===== src/rtl/plot_pkg.sv =====
// plot_pkg
// Shared constants and types for the square plot controller slice.
// Holds the VGA adapter field widths, the visible-area limits of the
// 160x120 frame, and the controller state enum.
package plot_pkg;

  localparam int X_W   = 8;
  localparam int Y_W   = 7;
  localparam int C_W   = 3;

  localparam int X_MAX = 159;
  localparam int Y_MAX = 119;

  typedef enum logic [1:0] {
    IDLE,
    ERASE,
    DRAW,
    DONE
  } state_t;

endpackage


===== src/rtl/square_plot_controller_if.sv =====
// square_plot_controller_if
// Move-request handshake between game logic and the plot controller.
//   req_valid  : requester holds a move request
//   req_x/y    : new top-left corner of the square
//   req_colour : colour to draw the square in
//   req_ready  : controller is idle and will take the request this edge
// master = requester (game logic), slave = square_plot_controller.
interface square_plot_controller_if import plot_pkg::*; ();

  logic           req_valid;
  logic [X_W-1:0] req_x;
  logic [Y_W-1:0] req_y;
  logic [C_W-1:0] req_colour;
  logic           req_ready;

  modport master (
    output req_valid,
    output req_x,
    output req_y,
    output req_colour,
    input  req_ready
  );

  modport slave (
    input  req_valid,
    input  req_x,
    input  req_y,
    input  req_colour,
    output req_ready
  );

endinterface


===== src/rtl/pixel_scan_counter.sv =====
// pixel_scan_counter
// Row-major SIZE x SIZE offset generator, dx fastest.
//   clk, reset : system clock, synchronous active-high reset
//   clear      : force dx = dy = 0 (takes priority over enable)
//   enable     : advance one pixel this cycle
//   dx, dy     : current offset inside the square
//   last       : current offset is the bottom-right pixel
// After the last pixel the counter wraps back to (0,0) on its own, so a
// second scan can follow directly without an explicit clear.
module pixel_scan_counter #(
  parameter int SIZE = 4
) (
  input  logic       clk,
  input  logic       reset,
  input  logic       clear,
  input  logic       enable,
  output logic [3:0] dx,
  output logic [3:0] dy,
  output logic       last
);

  localparam logic [3:0] LAST_IDX = 4'(SIZE - 1);

  assign last = (dx == LAST_IDX) && (dy == LAST_IDX);

  // Offset registers: dx runs across a row, the row end bumps dy, and the
  // final pixel wraps both back to zero.
  always_ff @(posedge clk) begin
    if (reset || clear) begin
      dx <= '0;
      dy <= '0;
    end else if (enable) begin
      if (dx == LAST_IDX) begin
        dx <= '0;
        dy <= (dy == LAST_IDX) ? 4'd0 : dy + 4'd1;
      end else begin
        dx <= dx + 4'd1;
      end
    end
  end

endmodule


===== src/rtl/square_plot_controller.sv =====
// square_plot_controller
// Drives the single VGA adapter plot port for one moving SIZE x SIZE square.
// Each accepted move first repaints the previous square in BG_COLOUR, then
// paints the square at the new position. Pixels outside 160x120 still take
// a scan cycle but are not plotted.
//   clk, reset    : 50 MHz clock, synchronous active-high reset
//   req           : move-request handshake (slave side)
//   x, y, colour  : pixel address/colour to the adapter
//   plot          : adapter write strobe
//   busy          : an erase/draw sequence is in progress
//   done          : one-cycle pulse when a request has been fully drawn
module square_plot_controller import plot_pkg::*; #(
  parameter int             SIZE      = 4,
  parameter logic [C_W-1:0] BG_COLOUR = 3'b000
) (
  input  logic                     clk,
  input  logic                     reset,
  square_plot_controller_if.slave  req,
  output logic [X_W-1:0]           x,
  output logic [Y_W-1:0]           y,
  output logic [C_W-1:0]           colour,
  output logic                     plot,
  output logic                     busy,
  output logic                     done
);

  state_t state, state_next;

  logic [X_W-1:0] old_x, new_x;
  logic [Y_W-1:0] old_y, new_y;
  logic [C_W-1:0] new_colour;
  logic           has_old;

  logic [3:0]     dx, dy;
  logic           scan_last;
  logic           scan_clear;
  logic           scan_enable;
  logic           accept;
  logic           ready;

  logic [X_W-1:0] base_x;
  logic [Y_W-1:0] base_y;
  logic [X_W:0]   sx;
  logic [Y_W:0]   sy;
  logic           in_view;

  pixel_scan_counter #(.SIZE(SIZE)) u_scan (
    .clk    (clk),
    .reset  (reset),
    .clear  (scan_clear),
    .enable (scan_enable),
    .dx     (dx),
    .dy     (dy),
    .last   (scan_last)
  );

  // The erase pass walks the old square, every other state uses the new one.
  // The extra top bit keeps offsets past the right/bottom edge from wrapping
  // back into the visible area.
  assign base_x  = (state == ERASE) ? old_x : new_x;
  assign base_y  = (state == ERASE) ? old_y : new_y;
  assign sx      = {1'b0, base_x} + {5'b0, dx};
  assign sy      = {1'b0, base_y} + {4'b0, dy};
  assign in_view = (sx <= 9'(X_MAX)) && (sy <= 8'(Y_MAX));

  assign x             = sx[X_W-1:0];
  assign y             = sy[Y_W-1:0];
  assign req.req_ready = ready;

  // State register.
  always_ff @(posedge clk) begin
    if (reset) begin
      state <= IDLE;
    end else begin
      state <= state_next;
    end
  end

  // Next-state and output decode. The scan counter is held at (0,0) while
  // idle; between ERASE and DRAW it wraps to (0,0) by itself.
  always_comb begin
    state_next  = state;
    scan_clear  = 1'b0;
    scan_enable = 1'b0;
    accept      = 1'b0;
    ready       = 1'b0;
    plot        = 1'b0;
    busy        = 1'b0;
    done        = 1'b0;
    colour      = BG_COLOUR;
    case (state)
      IDLE: begin
        ready      = 1'b1;
        scan_clear = 1'b1;
        if (req.req_valid) begin
          accept     = 1'b1;
          state_next = has_old ? ERASE : DRAW;
        end
      end
      ERASE: begin
        busy        = 1'b1;
        scan_enable = 1'b1;
        plot        = in_view;
        if (scan_last) begin
          state_next = DRAW;
        end
      end
      DRAW: begin
        busy        = 1'b1;
        scan_enable = 1'b1;
        plot        = in_view;
        colour      = new_colour;
        if (scan_last) begin
          state_next = DONE;
        end
      end
      DONE: begin
        busy       = 1'b1;
        done       = 1'b1;
        state_next = IDLE;
      end
      default: begin
        state_next = IDLE;
      end
    endcase
  end

  // Position registers. Request fields are captured only at the accept edge;
  // the finished square becomes the one to erase next time. Reset forgets
  // the old square, so whatever was partially drawn stays on screen.
  always_ff @(posedge clk) begin
    if (reset) begin
      new_x      <= '0;
      new_y      <= '0;
      new_colour <= BG_COLOUR;
      old_x      <= '0;
      old_y      <= '0;
      has_old    <= 1'b0;
    end else begin
      if (accept) begin
        new_x      <= req.req_x;
        new_y      <= req.req_y;
        new_colour <= req.req_colour;
      end
      if (state == DONE) begin
        old_x   <= new_x;
        old_y   <= new_y;
        has_old <= 1'b1;
      end
    end
  end

endmodule

===== src/flat_wrapper.sv =====
// flat-port wrapper written by rule: the top's interface ports become plain ports
module square_plot_controller_flat import plot_pkg::*;
#(
  parameter int             SIZE      = 4,
  parameter logic [C_W-1:0] BG_COLOUR = 3'b000
)
  (clk, reset, x, y, colour, plot, busy, done, req_req_valid, req_req_x, req_req_y, req_req_colour, req_req_ready);
  square_plot_controller_if req_i ();
  input  logic clk;
  input  logic reset;
  output logic [X_W-1:0] x;
  output logic [Y_W-1:0] y;
  output logic [C_W-1:0] colour;
  output logic plot;
  output logic busy;
  output logic done;
  input wire logic [$bits(req_i.req_valid)-1:0] req_req_valid;
  input wire logic [$bits(req_i.req_x)-1:0] req_req_x;
  input wire logic [$bits(req_i.req_y)-1:0] req_req_y;
  input wire logic [$bits(req_i.req_colour)-1:0] req_req_colour;
  output wire logic [$bits(req_i.req_ready)-1:0] req_req_ready;
  assign req_i.req_valid = req_req_valid;
  assign req_i.req_x = req_req_x;
  assign req_i.req_y = req_req_y;
  assign req_i.req_colour = req_req_colour;
  assign req_req_ready = req_i.req_ready;
  square_plot_controller #(.SIZE(SIZE), .BG_COLOUR(BG_COLOUR)) u_core (.clk(clk), .reset(reset), .req(req_i), .x(x), .y(y), .colour(colour), .plot(plot), .busy(busy), .done(done));
endmodule

===== config.mk =====
export PLATFORM = sky130hd
export DESIGN_NAME = square_plot_controller_flat
export DESIGN_NICKNAME = d
export VERILOG_FILES = /design/src/rtl/plot_pkg.sv /design/src/rtl/square_plot_controller_if.sv /design/src/rtl/pixel_scan_counter.sv /design/src/rtl/square_plot_controller.sv /design/src/flat_wrapper.sv
export SDC_FILE = /design/constraint.sdc
export NUM_CORES = 1
export LEC_CHECK = 0
export ABC_AREA = 1
export BUFFER_PORTS_ARGS = -buffer_cell sky130_fd_sc_hd__buf_2
export CAP_MARGIN = 20
export CORE_UTILIZATION = 60
export CTS_CLUSTER_DIAMETER = 120
export DETAILED_ROUTE_END_ITERATION = 10
export PLACE_DENSITY = 0.88
export SYNTH_ARGS = -nofsm -noshare
export SYNTH_HDL_FRONTEND = slang
export SYNTH_SLANG_ARGS = --single-unit

===== constraint.sdc =====
create_clock -name clk -period 6.7 [get_ports clk]
set_clock_uncertainty 0.15 [all_clocks]
set_input_delay 1.34 -clock clk [delete_from_list [all_inputs] [get_ports clk]]
set_output_delay 1.34 -clock clk [all_outputs]
set_load 0.03 [all_outputs]

== After elaboration in Yosys (flattened, before gate mapping) ==
Cells that the tools add are included.
W data, S select, Z words.

* Register bits: 44
* Word-level logic and storage cells: 48

* Muxes and demuxes: 17
* Equal/unequal tests: 8
* Reduce and logical (&&, ||, !) cells: 8
* Add/sub/neg operators: 4
* Order comparisons: 2

{| class="wikitable"
|+ Operators by type and width
! kind !! count
|-
| $add A8 B4 Y9 || 1
|-
| $le A9 B8 Y1 const B || 1
|-
| $add A4 B1 Y4 const B || 2
|-
| $add A7 B4 Y8 || 1
|-
| $eq A4 B2 Y1 const B || 2
|-
| $le A8 B7 Y1 const B || 1
|-
| $mux W2 || 4
|-
| $mux W4 || 2
|-
| $mux W8 || 1
|-
| $pmux W2 S4 || 1
|-
| $mux W1 || 7
|-
| $mux W7 || 1
|-
| $eq A2 B2 Y1 const B || 2
|-
| $ne A2 B1 Y1 const B || 2
|-
| $mux W3 || 1
|-
| $reduce_and A3 Y1 || 1
|-
| $reduce_or A3 Y1 || 1
|-
| $eq A2 B1 Y1 const B || 1
|-
| $logic_and A1 B1 Y1 || 2
|-
| $logic_not A2 Y1 || 1
|-
| $ne A2 B2 Y1 const B || 1
|-
| $reduce_and A2 Y1 || 1
|-
| $reduce_or A2 Y1 || 1
|-
| $logic_or A1 B1 Y1 || 1
|}

== Longest topological paths before layout ==
* Depth in word-level cells: 6
* Gate-level depth with buffers: 19

== Modules after synthesis ==
From an unflattened synthesis, not the netlist that was laid out.

* Cell total of the unflattened synthesis: 354
* Area total of the unflattened synthesis: 2499.9 um^2

{| class="wikitable"
|+ By module, submodules not included
! module !! times used !! cells an instance !! area each (um^2) !! seq. area each (um^2)
|-
| square_plot_controller || 1 || 301 || 2090.8 || 720.7
|-
| pixel_scan_counter || 1 || 53 || 409.1 || 160.2
|}

== Worst setup path before layout ==
Ideal clock, no wire load.

* Path type: register to output
* From: reg u_core.state[1]
* To: out plot
* Data required time: 5.210 ns
* Arrival: 2.584 ns
* Stages on the path, launching flop included: 16
* Path buffers: 2
* Setup slack: 2.626 ns
* Cell sequence: dfxtp_1 -> inv_1 -> ha_1 -> buf_6 -> buf_2 -> nand2_1 -> nand2_1 -> ha_1 -> fa_1 -> nand3_1 -> nand2_1 -> nand4_1 -> nand2_1 -> nand2_1 -> nor2_1 -> nor2_1

* Cells in the longest elaborated chain, start to end: 6
* Elaborated cells between the ends (all ways): 11

{| class="wikitable"
|+ RTL lines
! item !! line !! text
|-
| from (decl) || square_plot_controller.sv:27 || <nowiki>state_t state, state_next;</nowiki>
|-
| from (signal assigned) || square_plot_controller.sv:75 || <nowiki>state <= state_next;</nowiki>
|-
| $eq A2 B1 Y1 || square_plot_controller.sv:61 || <nowiki>assign base_y = (state == ERASE) ? old_y : new_y;</nowiki>
|-
| $mux W7 || square_plot_controller.sv:61 ||
|-
| $add A7 B4 Y8 || square_plot_controller.sv:63 || <nowiki>assign sy = {1'b0, base_y} + {4'b0, dy};</nowiki>
|-
| named net y[6] || flat_wrapper.sv:12 || <nowiki>output logic [Y_W-1:0] y;</nowiki>
|-
| $le A8 B7 Y1 || square_plot_controller.sv:64 || <nowiki>assign in_view = (sx <= 9'(X_MAX)) && (sy <= 8'(Y_MAX));</nowiki>
|-
| $logic_and A1 B1 Y1 || square_plot_controller.sv:64 ||
|-
| $mux W1 || square_plot_controller.sv:91 || <nowiki>case (state)</nowiki>
|-
| to (decl) || flat_wrapper.sv:14 || <nowiki>output logic plot;</nowiki>
|}

The timed path passes the listed nets, and every way through them passes these cells.

== Worst setup path after layout ==
* From: reg u_core.state[1]
* To: out plot

* Cells in the longest elaborated chain, start to end: 6
* Elaborated cells between the ends (all ways): 11

{| class="wikitable"
|+ RTL lines
! item !! line
|-
| $eq A2 B1 Y1 || square_plot_controller.sv:60, square_plot_controller.sv:61, square_plot_controller.sv:91
|-
| $mux W8 or $mux W7 (tied branches) || square_plot_controller.sv:60, square_plot_controller.sv:61
|-
| $add A8 B4 Y9 or $add A7 B4 Y8 (tied branches) || square_plot_controller.sv:62, square_plot_controller.sv:63
|-
| $le A9 B8 Y1 or $le A8 B7 Y1 (tied branches) || square_plot_controller.sv:64
|-
| $logic_and A1 B1 Y1 || square_plot_controller.sv:64
|-
| $mux W1 (*) || square_plot_controller.sv:91
|}

Mark *: on every way between the ends. The rest lies on a longest branch, timed or not.

==> impl_metrics.ini <==
[outcome]
outcome = complete, no violations

[synthesis]
synth_cell_type_count = 30
syn_avg_cell_area_um2 = 6.892
synth_edf_count = 0
syn_inst = 350
synth_flop_cell = dfxtp_1
synth_top_area_share_pct = 36.51
synth_simple_gate_area_share_pct = 27.02
synth_top_family_by_area = simple AND/OR/NAND/NOR gates
synth-warning-count = 0
synth_top_area_cell = dfxtp_1
synth.cells.most_frequent = nand2_1, nor2_1, dfxtp_1, inv_1, o21ai_0
post-synth-top-count-cell = nand2_1
async_flop_share_pct = 0
synthXorXnorAreaFrac_pct = 2.178
ys_ff_latch = 44
syn_area_um2 = 2412
synth_adder_area_share_pct = 8.921
synth-compound-area-share_pct = 15.77
syn-num-nets = 387
muxShareOfSynthArea_pct = 0
ys_top_cells_by_area = dfxtp_1, nand2_1, nor2_1
seq_area_frac_synth_pct = 36.51

[placed_design]
placed_cell_area_um2 = 2625
gp_congestion = 0.8559
io_buffers = 42
dp.cells = 429
dp.final_hpwl_um = 3659
place_ws_ns = 2.467

[critical_path]
end_kind = primary output
reg2reg_slack_ns = 4.46
required_ns = 5.21
cp_max_fo = 18
arrival_ns = 3.07
critPathLaunchType = flip-flop
worstSetupPathType = reg2out

[die]
fp.dieH_um = 65.41
rows = 22
io_pins = 43
initial_utilization_pct = 63.97
die_width_um = 65.41
design.die.area_um2 = 4278
coreArea_um2 = 3771

[power]
pwr-share-seq_pct = 31.3
p_clk_share_pct = 15.2
power_density_nw_per_um2 = 410.2
p_sw_share_pct = 48.44
total_power_mw = 1.114
p_comb_share_pct = 53.5
leakagePower_nw = 1.414
peakVddDrop_mv = 0.2205
switchingPower_mw = 0.5394
p_int_mw = 0.5742

[global_routing]
grt_pass1_wl_um = 8286
overflow = 0
antenna_found_initial = 0
grt_start_max_net_pins = 36
grt_usage_pct = 25.76
grt_pass1_vias = 1927

[layout]
syn2layout_area_growth_pct = 12.55
nNetsFinal = 425
stdcell_count = 437
finalCoreUtilization_pct = 72.00
drive_above_1_share_pct = 15.17
num_antenna_cells = 0
final_area_um2 = 2715

[sta]
rsz0062_at_grt = false
period_minus_slack_ns = 4.556
setup-violations-final = 0
slew_viol_final = 0
timing.final.crit_share_pct = 68.00
whs_ns = 0.3244
fmax_mhz = 219.5
fin_ws_ns = 2.144
fin_setup_tns_ns = 0
relSlewSlack_pct = 47.55
tightest_slew_ns = 0.7859
final_hold_viol_count = 0

[clock_tree]
clkTransAtPathRegs_ns = 0.08
cts.sinks = 44
cts_tree = built
insertion_delay_ns = 0.30
cts_setup_buffers = 0
cts.path.max_buffers = 2
cts_resized = 0
numCtsBuffers = 5
cts_hold_buf = 0
cts_root_buf = clkbuf_8
h-tree-depth = 2

[routing]
totalWireLength_um = 4878
drt_iter0_markers = 102
post_drt_wl_per_cell_um = 11.16
ant_nets = 0
routed_via_density = 5.174
drc = 0
via_count = 2261
dr.pass1.iters = 4

[hold_path]
hold_class = reg2reg

[run]
cap_violations = 0
==> cell usage in the layout, fill, tap and decap left out, types with 2 or more instances in the layout <==
cell type,synthesis,final
a21oi_1,26,26
buf_2,1,42
clkbuf_1,8,2
clkbuf_8,0,6
dfxtp_1,44,44
fa_1,2,2
ha_1,14,14
inv_1,41,41
inv_2,2,2
nand2_1,74,74
nand2_2,2,2
nand2_4,2,2
nand3_1,16,16
nand4_1,2,2
nor2_1,55,55
o21ai_0,41,41
xnor2_1,2,2
xor2_1,4,4
==> worst max-delay path, stage by stage (launching register included) <==
cell and delay [ns]:
dfxtp_1 0.33, inv_1 0.09, ha_1 0.59, inv_6 0.15, nand2_1 0.10, nand2_1 0.06
ha_1 0.21, fa_1 0.42, nand3_1 0.11, nand2_1 0.08, nand2_1 0.10, nand2_1 0.07
nor2_1 0.10, nand2_1 0.06, nor2_1 0.08, nor2_1 0.05, buf_2 0.17
==> kinds of logic (layout without fill, tap and decap cells) <==
group                    after synthesis  in the layout
AND/OR/NAND/NOR                      156            156
XOR/XNOR                               6              6
buffers and inverters                 56             95
flip-flops                            44             44
AO/OA/AOI/OAI                         72             72
adder cells (fa/ha/maj)               16             16
==> cell type report <==
type / count / area, µm²
clock buffers: 8 / 90.09
fillers: 314 / 1056
inverters: 45 / 173.9
multi-input cells: 250 / 1300
flip-flops and latches: 44 / 880.8
well taps: 48 / 60.06
repair buffers: 42 / 210.2
==> layer usage <==
metal | part of all wire [%] | wire [µm] | global-route usage [%] | vias to the layer above
met5 | 0 | 0 | 0 | -
met1 | 48 | 2318 | 33.33 | 992
met3 | 4.7 | 229 | 5.208 | 10
met4 | 2.4 | 117 | 13.04 | 0
li1 | - | - | - | 1190
met2 | 45 | 2212 | 40.46 | 69
==> registers in the layout, indices dropped and copies added (netlist names) <==
name and flops:
u_core.new_x 8, u_core.state 2, u_core.new_colour 3, u_core.u_scan.dx 4, u_core.has_old 1, u_core.u_scan.dy 4
u_core.old_x 8, u_core.new_y 7, u_core.old_y 7
==> worst paths after layout <==
check	start	to	cells past startpoint
worst max-delay path	u_core.state[1]$_SDFFE_PP0P_	plot	16
worst min-delay path	u_core.has_old$_SDFFE_PP0P_	u_core.has_old$_SDFFE_PP0P_	2
worst max register to register	u_core.state[0]$_SDFFE_PP0P_	u_core.new_x[0]$_SDFFE_PP0P_	6
worst min register to register	u_core.has_old$_SDFFE_PP0P_	u_core.has_old$_SDFFE_PP0P_	2
==> power groups by stage <==
| stage | combinational, mW | sequential [mW] | clock (mW) |
|---|---|---|---|
| 6_report | 0.596 | 0.348 | 0.170 |
| 3_3_place_gp | 0.581 | 0.352 | 0 |
| 2_1_floorplan | 0.479 | 0.346 | 0 |
| 5_1_grt | 0.662 | 0.354 | 0.185 |
| 3_5_place_dp | 0.594 | 0.353 | 0 |
| 4_1_cts | 0.596 | 0.348 | 0.172 |
Power figures use the tool's default switching activity.
